--- config.mk ---
export PLATFORM = sky130hd
export DESIGN_NAME = pong_frame_renderer
export DESIGN_NICKNAME = d
export VERILOG_FILES = /design/src/rtl/pong_frame_renderer.sv
export SDC_FILE = /design/constraint.sdc
export NUM_CORES = 1
export LEC_CHECK = 0
export BUFFER_PORTS_ARGS = -buffer_cell sky130_fd_sc_hd__clkbuf_2
export CORE_AREA = 2 2 164 118
export CTS_CLUSTER_DIAMETER = 30
export DETAILED_ROUTE_END_ITERATION = 6
export DIE_AREA = 0 0 166 120
export HOLD_SLACK_MARGIN = 0.03
export PLACE_DENSITY = 0.76
export SLEW_MARGIN = 20
export SYNTH_ARGS = -nofsm -noshare
export SYNTH_HDL_FRONTEND = slang
export SYNTH_SLANG_ARGS = --single-unit
--- constraint.sdc ---
create_clock -name clk -period 5.6 [get_ports clk]
set_input_delay 1.12 -clock clk [delete_from_list [all_inputs] [get_ports clk]]
set_output_delay 1.12 -clock clk [all_outputs]
set_load 0.02 [all_outputs]
--- src/rtl/pong_frame_renderer.sv ---
// Pong raster renderer: snapshots game state at frame start, then streams one frame of 8-bit grey pixels over valid/ready.
// Optional score bars on rows 0..3 are built when PONG_RENDER_SCORE_EN is defined.
module pong_frame_renderer #(
  parameter int H_RES          = 640,
  parameter int V_RES          = 480,
  parameter int BALL_SIZE      = 8,
  parameter int PADDLE_W       = 8,
  parameter int PADDLE_H       = 64,
  parameter int LEFT_PADDLE_X  = 16,
  parameter int RIGHT_PADDLE_X = 616
) (
  input  logic        clk,
  input  logic        rst,
  input  logic        enable,
  input  logic [31:0] ballPosition,
  input  logic [31:0] leftPaddlePosition,
  input  logic [31:0] rightPaddlePosition,
  input  logic [15:0] score,
  output logic [7:0]  pix_data,
  output logic        pix_valid,
  input  logic        pix_ready,
  output logic        pix_sof,
  output logic        pix_eol,
  output logic        frame_done,
  output logic [15:0] frame_count
);

  localparam logic [16:0] BALL_SZ   = 17'(BALL_SIZE);
  localparam logic [16:0] PAD_W     = 17'(PADDLE_W);
  localparam logic [16:0] PAD_H     = 17'(PADDLE_H);
  localparam logic [16:0] LPAD_X    = 17'(LEFT_PADDLE_X);
  localparam logic [16:0] RPAD_X    = 17'(RIGHT_PADDLE_X);
  localparam logic [15:0] CENTRE_L  = 16'(H_RES / 2 - 1);
  localparam logic [15:0] CENTRE_R  = 16'(H_RES / 2);
  localparam logic [15:0] X_LAST    = 16'(H_RES - 1);
  localparam logic [15:0] Y_LAST    = 16'(V_RES - 1);
`ifdef PONG_RENDER_SCORE_EN
  localparam logic [16:0] BAR_MAX   = 17'(H_RES / 2 - 16);
  localparam logic [16:0] BAR_R_END = 17'(H_RES - 8);
`endif

  typedef enum logic [1:0] {IDLE, LATCH, STREAM, DONE} state_t;

  state_t      state;
  logic [15:0] ball_x, ball_y, lpad_y, rpad_y;
  logic [15:0] nx, ny;
  logic        last_pix;
  logic        load;

`ifdef PONG_RENDER_SCORE_EN
  logic [7:0]  score_l, score_r;
  logic        unused_inputs;
  assign unused_inputs = ^{leftPaddlePosition[31:16], rightPaddlePosition[31:16]};
`else
  logic        unused_inputs;
  assign unused_inputs = ^{leftPaddlePosition[31:16], rightPaddlePosition[31:16], score};
`endif

  // Bounds are widened to 17 bits so objects near 0xFFFF clip instead of wrapping onto x/y = 0.
  function automatic logic [7:0] pixel_colour(input logic [15:0] px, input logic [15:0] py);
    logic [16:0] x17, y17;
    logic        ball_hit, lpad_hit, rpad_hit, centre_hit;
`ifdef PONG_RENDER_SCORE_EN
    logic [16:0] len_l, len_r;
    logic        score_hit;
`endif
    x17 = {1'b0, px};
    y17 = {1'b0, py};
    ball_hit   = (x17 >= {1'b0, ball_x}) && (x17 < {1'b0, ball_x} + BALL_SZ) &&
                 (y17 >= {1'b0, ball_y}) && (y17 < {1'b0, ball_y} + BALL_SZ);
    lpad_hit   = (x17 >= LPAD_X) && (x17 < LPAD_X + PAD_W) &&
                 (y17 >= {1'b0, lpad_y}) && (y17 < {1'b0, lpad_y} + PAD_H);
    rpad_hit   = (x17 >= RPAD_X) && (x17 < RPAD_X + PAD_W) &&
                 (y17 >= {1'b0, rpad_y}) && (y17 < {1'b0, rpad_y} + PAD_H);
    centre_hit = ((px == CENTRE_L) || (px == CENTRE_R)) && !py[3];
    pixel_colour = 8'h00;
    if (centre_hit)           pixel_colour = 8'h40;
    if (lpad_hit || rpad_hit) pixel_colour = 8'hC0;
    if (ball_hit)             pixel_colour = 8'hFF;
`ifdef PONG_RENDER_SCORE_EN
    len_l = {7'b0, score_l, 2'b00};
    len_r = {7'b0, score_r, 2'b00};
    if (len_l > BAR_MAX) len_l = BAR_MAX;
    if (len_r > BAR_MAX) len_r = BAR_MAX;
    score_hit = (py < 16'd4) &&
                (((x17 >= 17'd8) && (x17 < 17'd8 + len_l)) ||
                 ((x17 >= BAR_R_END - len_r) && (x17 < BAR_R_END)));
    if (score_hit) pixel_colour = 8'hFF;
`endif
  endfunction

  // Output register refills when LATCH primes pixel (0,0) or a non-final beat is accepted.
  assign load = (state == LATCH) || ((state == STREAM) && pix_ready && !last_pix);

  always_ff @(posedge clk) begin
    if (rst) begin
      state       <= IDLE;
      pix_valid   <= 1'b0;
      pix_sof     <= 1'b0;
      pix_eol     <= 1'b0;
      pix_data    <= 8'h00;
      frame_done  <= 1'b0;
      frame_count <= 16'h0000;
      nx          <= 16'h0000;
      ny          <= 16'h0000;
      last_pix    <= 1'b0;
    end else begin
      frame_done <= 1'b0;
      case (state)
        IDLE: begin
          if (enable) begin
            ball_x  <= ballPosition[31:16];
            ball_y  <= ballPosition[15:0];
            lpad_y  <= leftPaddlePosition[15:0];
            rpad_y  <= rightPaddlePosition[15:0];
`ifdef PONG_RENDER_SCORE_EN
            score_l <= score[15:8];
            score_r <= score[7:0];
`endif
            nx      <= 16'h0000;
            ny      <= 16'h0000;
            state   <= LATCH;
          end
        end
        LATCH:   state <= STREAM;
        STREAM: begin
          if (pix_ready && last_pix) begin
            pix_valid   <= 1'b0;
            pix_sof     <= 1'b0;
            pix_eol     <= 1'b0;
            last_pix    <= 1'b0;
            frame_done  <= 1'b1;
            frame_count <= frame_count + 16'd1;
            state       <= DONE;
          end
        end
        DONE:    state <= IDLE;
        default: state <= IDLE;
      endcase

      if (load) begin
        pix_data  <= pixel_colour(nx, ny);
        pix_valid <= 1'b1;
        pix_sof   <= (nx == 16'h0000) && (ny == 16'h0000);
        pix_eol   <= (nx == X_LAST);
        last_pix  <= (nx == X_LAST) && (ny == Y_LAST);
        if (nx == X_LAST) begin
          nx <= 16'h0000;
          ny <= ny + 16'd1;
        end else begin
          nx <= nx + 16'd1;
        end
      end
    end
  end

endmodule

# == After elaboration in Yosys (flattened, before gate mapping) ==
# Cells that the tools add are included.
# Widths: inputs -> output; s select.
# word_totals
word_cells,98
reg_bits,127
# op_classes
n_reduce_logical,33
muxes,21
order_cmp,12
bitwise,2
eq_ne,9
n_addsub,7
# ops
op,n
$mux 16,8
$lt 16x17->1,4
$ge 16x16->1,4
$add 16x1->16 const B,3
$eq 16x9->1 const B,3
$add 16x4->17 const B,2
$add 16x7->17 const B,2
$logic_not 16->1,2
$eq 16x10->1 const B,1
$ge 16x10->1 const B,1
$ge 16x5->1 const B,1
$lt 16x10->1 const B,1
$lt 16x5->1 const B,1
$mux 8,2
$logic_and 1x1->1,15
$pmux 2 s4,1
$reduce_and 2->1,4
$reduce_bool 2->1,4
$mux 1,7
$mux 7,1
$eq 2x2->1 const B,2
$mux 2,2
$logic_or 1x1->1,3
$reduce_and 3->1,1
7 further kinds,9

# == Longest topological paths before layout ==
# Gate-level depths: netlist (run 1).
# logic_depth
ltp_word,7
depth_mapped,13
depth_no_buf,13

# == Worst setup path before layout (run 1) ==
# Ideal clock, no wire load.
# synth_path
path_kind,input-to-reg
startpoint,input rst
endpoint,register ball_x[0] (enable)
cell_stages,3
path_slack_ns,0.952
setup_ns,0.486
required_ns,5.114
arrival_ns,4.162
path_cell_list,clkbuf_8 > clkbuf_1 > nor2_1
# synth_via
elab_chain_cells,2
# synth_lines
element,line_no,source
"start, declared",13,"input logic rst,"
$not 1->1 (no line),n/a,
$reduce_and 3->1 (no line),n/a,
"end signal, assigned",112,ball_x <= ballPosition[31:16];
"end, declared",45,"logic [15:0] ball_x, ball_y, lpad_y, rpad_y;"
# No other way between the ends.
# A chain may end at the register's enable or synchronous reset.

# == Worst setup path after layout (run 1) ==
# layout_path
startpoint,register ball_y[10]
endpoint,register pix_data[7]
# layout_via
elab_chain_cells,4
word_cells_on_any_way,6
# layout_lines
element,line_no,source
"start, declared",45,
"start signal, assigned",113,ball_y <= ballPosition[15:0];
$add 16x4->17 / $ge 16x16->1 (equally long branches),70,"(y17 >= {1'b0, ball_y}) && (y17 < {1'b0, ball_y} + BALL_SZ);"
$lt 16x17->1 / $logic_and 1x1->1 (equally long branches),"70, 69",
$logic_and 1x1->1 *,70,
$mux 8 *,79,if (ball_hit) pixel_colour = 8'hFF;
"end signal, assigned",142,"pix_data <= pixel_colour(nx, ny);"
"end, declared",19,"output logic [7:0] pix_data,"
# Mark *: on every way between the ends. The rest lies on a longest branch, timed or not.

==> run summary, run 1 <==
Top cells by area, synth -> edfxtp_1 24%, ha_1 19%, dfxtp_1 14%
Status -> finished clean
Hold Buf Count CTS -> 0
GR peak layer -> met2
Post-CTS resize count -> 0
Width of the die -> 166 um
Reg2reg start -> ball_y[10]$_DFFE_PP_
Worst Hold End -> pix_valid$_SDFFE_PP0P_
Required time worst endpoint -> 5930 ps
CP Launch Type -> flop
First-pass GRT wire length -> 32100 um
Placed cells -> 1182
CTS Buffer Depth -> 2
Largest net degree at the start of global routing -> 49
EDFF count, synth -> 64
Gr usage total -> 20.2%
Mapped Cells -> 863
Synth top area share -> 23.7%
Ys Warns -> 0
H-Tree Depth -> 4
Synthesized area -> 8120 um2
Max_slew headroom -> 33.7%
Place WS -> 2370 ps
DRC -> 0
Mean post-synth cell area -> 9.41 um2
Post-synth net total -> 1102
Worst Path Max Fanout -> 3
# Post-CTS Setup Buffers -> 0
Max cap viols -> 0
Iteration-0 DRC Markers -> 593
I/O pin count -> 144
Area grow syn2layout -> 15.5%
Predominant post-synthesis flop cell -> edfxtp_1
Sequential area share after synthesis -> 38.0%
GP Congestion -> 0.845
Die area -> 19900 um2
Final nets -> 1198
Worst setup EP type -> flop
M2 GR Usage -> 30.6%
Clock latency on the worst-skew pair -> 430 ps
Worst Reg-to-Reg Cells -> 13
Hold Fails Final Rpt -> 0
Fmax -> 298 MHz
Fin cells -> 1214
# diodes -> 0
Worst hold path depth -> 2
# fillers -> 1695
Reg2reg end -> pix_data[7]$_SDFFE_PP0N_
TritonCTS clock tree -> yes
Antenna violations before repair -> 0
HP Class -> reg -> reg
Met1 Track Usage GR -> 27.7%
Hold_ws -> 462 ps
Final min period -> 3360 ps
Clock transition at path regs -> 60 ps
Power per cell area -> 301 nW/um2
Layout Utilization -> 50.9%
RSZ-0062 raised after global routing -> false
GR Overflow Total -> 0
Leakage power -> 4.14 nW
Clock sinks -> 122
Count leader, synth -> ha_1
CP startpoint -> ball_y[10]$_DFFE_PP_
Row cnt -> 42
Seq cells post-synth -> 122
GRT met3 Usage -> 4.75%
Core Area -> 18400 um2
Hold Crit Start -> pix_valid$_SDFFE_PP0P_
Synth cell types -> 60
Synth async-reset ratio -> 0%
Layout cell share with drive strength beyond 1 -> 14.8%
WP data arrival -> 3690 ps
Post-synth top cells -> 123 x ha_1, 79 x inv_1, 70 x a21oi_1, 70 x nor2_1, 64 x edfxtp_1
# setup viols final -> 0
CTS Root Cell -> clkbuf_16
IO buf count -> 95
Effective utilization at floorplan -> 44.0%
Total negative setup slack -> 0 ps
CP Class -> reg -> reg
Die outline height -> 120 um
DR vias -> 6630
Routed WL -> 18900 um
DRT antenna net count -> 0
CTS Buf Count -> 17
Tcrit/Tclk final -> 60.0%
Yosys top cell by area -> edfxtp_1
Final Max Tran Viols -> 0
Via density -> 5.46
Setup slack after layout -> 2240 ps
Total iterations of the first detailed-routing run -> 5
Hpwl dp -> 13900 um
VDD IR-drop max -> 226 uV
R2r setup slk -> 2240 ps
Mean routed wirelength per cell -> 15.6 um
Worst Tran Pin Value -> 969 ps
Number of global-route vias before repair -> 6521
Final Skew -> 5.65 ps
[power breakdown]
| group | switching, mW | internal [mW] |
|---|---|---|
| Combinational | 0.389 | 0.211 |
| Sequential | 0.0590 | 1.05 |
| Clock | 0.414 | 0.706 |
| Total | 0.862 | 1.97 |
[worst max-delay path, stage by stage (launching register included)]
cell      delay, ps
edfxtp_1        390
inv_1            80
nor4_1          430
and3_1          280
nand4_1         150
xnor2_1         160
ha_1            300
a21oi_1         190
o21ai_0         110
a211oi_1        190
o41ai_1         130
a211oi_1        440
nand2_1         140
a311oi_1        280
[layer usage]
| metal | up-vias | share of wire, % | wire, um |
|---|---|---|---|
| met5 | - | 0 | 0 |
| met3 | 40 | 6.8 | 1300 |
| met1 | 3062 | 48 | 9180 |
| li1 | 3306 | - | - |
| met4 | 0 | 2.2 | 415 |
| met2 | 222 | 42 | 8040 |
[worst max path at each step]
stage	depth (start not counted)	slack, ps	endpoint
finish	13	2240	pix_data[7]$_SDFFE_PP0N_
global route	13	1970	pix_data[7]$_SDFFE_PP0N_
global placement	13	2470	pix_data[7]$_SDFFE_PP0N_
floorplan	3	950	ball_x[0]$_DFFE_PP_
CTS	13	2320	pix_data[7]$_SDFFE_PP0N_
detailed placement	13	2370	pix_data[7]$_SDFFE_PP0N_
[final cells by class]
class	count	area, um2	share of cell area, %
timing repair buffer	97	490	5.23
inverter	79	297	3.16
clock inverter	13	150	1.60
sequential	122	3080	32.9
multi-input combinational	642	4620	49.2
clock buffer	19	443	4.72
tap	242	303	3.23
[placed cells by master (no fill, tap or decap), drive strengths merged, types with 16 or more instances in the layout]
cell and n:
edfxtp 64, nand4 21, xnor2 48, a21oi 70, nor2 70, and3 16, clkbuf 114, inv 80
nand2 62, ha 123, nand3 48, dfxtp 58, o21ai 31
[through the flow]
stage          total power, mW  cell area [um2]
2_1_floorplan             1.55             8120
3_5_place_dp              1.72             8790
5_1_grt                   2.99             9380
6_report                  2.83             9380
4_1_cts                   2.85             9380
3_3_place_gp              1.69             8790
[cells by family after synthesis]
family                   count (synthesis)  synth area share [%]
adder cells (fa/ha/maj)                123                  18.9
XOR/XNOR                                63                  6.79
AO/OA/AOI/OAI                          161                  12.1
multiplexers                             6                 0.786
buffers and inverters                   99                  5.28
AND/OR/NAND/NOR                        289                  18.1
flip-flops                             122                  38.0
[flip-flops by register name, summed over array words and instances, names as in the netlist]
name and count:
ball_x 16, ball_y 16, frame_count 16, lpad_y 16, nx 16, ny 16
rpad_y 16, pix_data 3, state 2, frame_done 1, last_pix 1, pix_eol 1
pix_sof 1, pix_valid 1
(Power assumes the default switching activity.)
==> run 2: changes to the inputs <==
--- a/config.mk
+++ b/config.mk
@@ -11,7 +11,7 @@
 export DETAILED_ROUTE_END_ITERATION = 6
 export DIE_AREA = 0 0 166 120
 export HOLD_SLACK_MARGIN = 0.03
-export PLACE_DENSITY = 0.76
+export PLACE_DENSITY = 0.78
 export SLEW_MARGIN = 20
 export SYNTH_ARGS = -nofsm -noshare
 export SYNTH_HDL_FRONTEND = slang
==> constraint.sdc (replaced) <==
create_clock -name clk -period 3.05 [get_ports clk]
set_input_delay 0.61 -clock clk [delete_from_list [all_inputs] [get_ports clk]]
set_output_delay 0.61 -clock clk [all_outputs]
set_load 0.02 [all_outputs]
==> run 2 against run 1 <==
Global-route usage decreased by 0.73 points. Count of clock-buffer cells in the layout decreased by 2. Sequential share of layout area down 0.96 points. Via count is 1.1% higher. Routed wire length rose by 1.1%. Critical path depth down 1. Largest power group unchanged. Sequential cell count stayed put. Final cell count rose by 2.1%. Combinational power up 97%. Highest routed layer unchanged.
==> run summary, run 2 (synthesis results as in run 1) <==
Gr usage total -> 19.4%
Layout Utilization -> 52.4%
Number of global-route vias before repair -> 6461
DRT antenna net count -> 0
GP Congestion -> 0.880
VDD IR-drop max -> 403 uV
CP Class -> reg -> reg
Fmax -> 342 MHz
Row cnt -> 42
Via density -> 5.40
Largest net degree at the start of global routing -> 49
Max cap viols -> 0
Clock transition at path regs -> 60 ps
# diodes -> 0
Area grow syn2layout -> 19.0%
Worst hold path depth -> 1
I/O pin count -> 144
Met1 Track Usage GR -> 27.0%
Worst Reg-to-Reg Cells -> 12
GRT met3 Usage -> 5.64%
Final Skew -> 10.4 ps
Most common cell after layout, fill and taps aside -> ha_1
CTS Buffer Depth -> 2
Max_slew headroom -> 56.5%
Worst Hold End -> ball_x[7]$_DFFE_PP_
Width of the die -> 166 um
Clock sinks -> 122
R2r setup slk -> 130 ps
DR vias -> 6701
First-pass GRT wire length -> 31300 um
Hold Fails Final Rpt -> 0
Final min period -> 2920 ps
Core Area -> 18400 um2
Total iterations of the first detailed-routing run -> 5
Commonest cells after routing, fill and taps aside -> 122 x ha_1, 95 x clkbuf_2, 79 x inv_1
Worst setup EP type -> flop
Required time worst endpoint -> 3330 ps
Mean routed wirelength per cell -> 15.4 um
IO buf count -> 95
DRC -> 0
Status -> finished clean
Worst Tran Pin Value -> 644 ps
GR Overflow Total -> 0
WP data arrival -> 3200 ps
Final Max Tran Viols -> 0
CP Launch Type -> flop
Worst Path Max Fanout -> 3
Final nets -> 1224
Die outline height -> 120 um
Layout cell share with drive strength beyond 1 -> 18.2%
Hold_ws -> 363 ps
Reg2reg start -> rpad_y[7]$_DFFE_PP_
# setup viols final -> 0
Reg2reg end -> pix_data[7]$_SDFFE_PP0N_
CTS Root Cell -> clkbuf_16
Leakage power -> 4.27 nW
Clock latency on the worst-skew pair -> 420 ps
Iteration-0 DRC Markers -> 539
GR peak layer -> met2
Power per cell area -> 544 nW/um2
M2 GR Usage -> 29.3%
CTS Buf Count -> 17
H-Tree Depth -> 4
Die area -> 19900 um2
Effective utilization at floorplan -> 44.0%
HP Class -> in -> reg
Hold Crit Start -> ballPosition[23]
Antenna violations before repair -> 0
Routed WL -> 19100 um
Tcrit/Tclk final -> 95.8%
Hpwl dp -> 14100 um
TritonCTS clock tree -> yes
[run 2: repair_timing]
action                     in CTS  in global routing
resized for setup               0                 13
setup buffers                   0                  2
hold buffers                    0                  0
setup endpoints to repair       0                  3
[run 2: worst max path at each step]
| stage | slack, ps | endpoint | cells past startpoint | startpoint |
|---|---|---|---|---|
| finish | 130 | pix_data[7]$_SDFFE_PP0N_ | 12 | rpad_y[7]$_DFFE_PP_ |
| global route | -50 | pix_data[7]$_SDFFE_PP0N_ | 14 | ball_y[9]$_DFFE_PP_ |
| CTS | 10 | pix_data[7]$_SDFFE_PP0N_ | 14 | ball_y[10]$_DFFE_PP_ |
| detailed placement | 20 | pix_data[7]$_SDFFE_PP0N_ | 14 | ball_y[10]$_DFFE_PP_ |
| global placement | 180 | pix_data[7]$_SDFFE_PP0N_ | 12 | rpad_y[7]$_DFFE_PP_ |
| floorplan | 360 | pix_data[7]$_SDFFE_PP0N_ | 13 | ball_y[10]$_DFFE_PP_ |
[run 2: where the power goes]
| part | total [mW] | switching (mW) | internal, mW |
|---|---|---|---|
| Combinational | 1.18 | 0.748 | 0.433 |
| Clock | 2.05 | 0.768 | 1.28 |
| Sequential | 2.03 | 0.107 | 1.92 |
[run 2: cell type report]
cell class / instances / area, um2
clock buffers: 17 / 425
well taps: 242 / 303
multi-input cells: 642 / 4690
inverters: 79 / 297
clock inverters: 15 / 175
flip-flops and latches: 122 / 3080
fillers: 1660 / 8780
repair buffers: 123 / 698
[run 2: metrics by stage]
step           setup slack, ps  setup TNS (ps)  instance area [um2]  cells  total power [mW]
6_report                   128               0                 9670   1240              5.26
5_1_grt                  -47.9           -47.9                 9670   1240              5.55
4_1_cts                   14.8               0                 9580   1238              5.27
3_3_place_gp               179               0                 8980   1206              3.15
3_5_place_dp              20.7               0                 8980   1206              3.20
2_1_floorplan              361               0                 8130    863              2.84
[run 2: critical path: stages, from the launching register on]
cell      delay [ps]
edfxtp_1         440
ha_4             180
nand2_1           40
or3_1            380
nor3_2           210
xnor2_1           90
ha_1             290
nand3_1           90
or3_1            410
a311oi_1         250
nor4_1            80
a31oi_1          210
a311oi_1         120
[run 2: routing by layer]
metal / up-vias / part of all wire (%)
met5: - / 0
met1: 3111 / 49
met2: 196 / 43
li1: 3361 / -
met4: 0 / 1.6
met3: 33 / 6.5
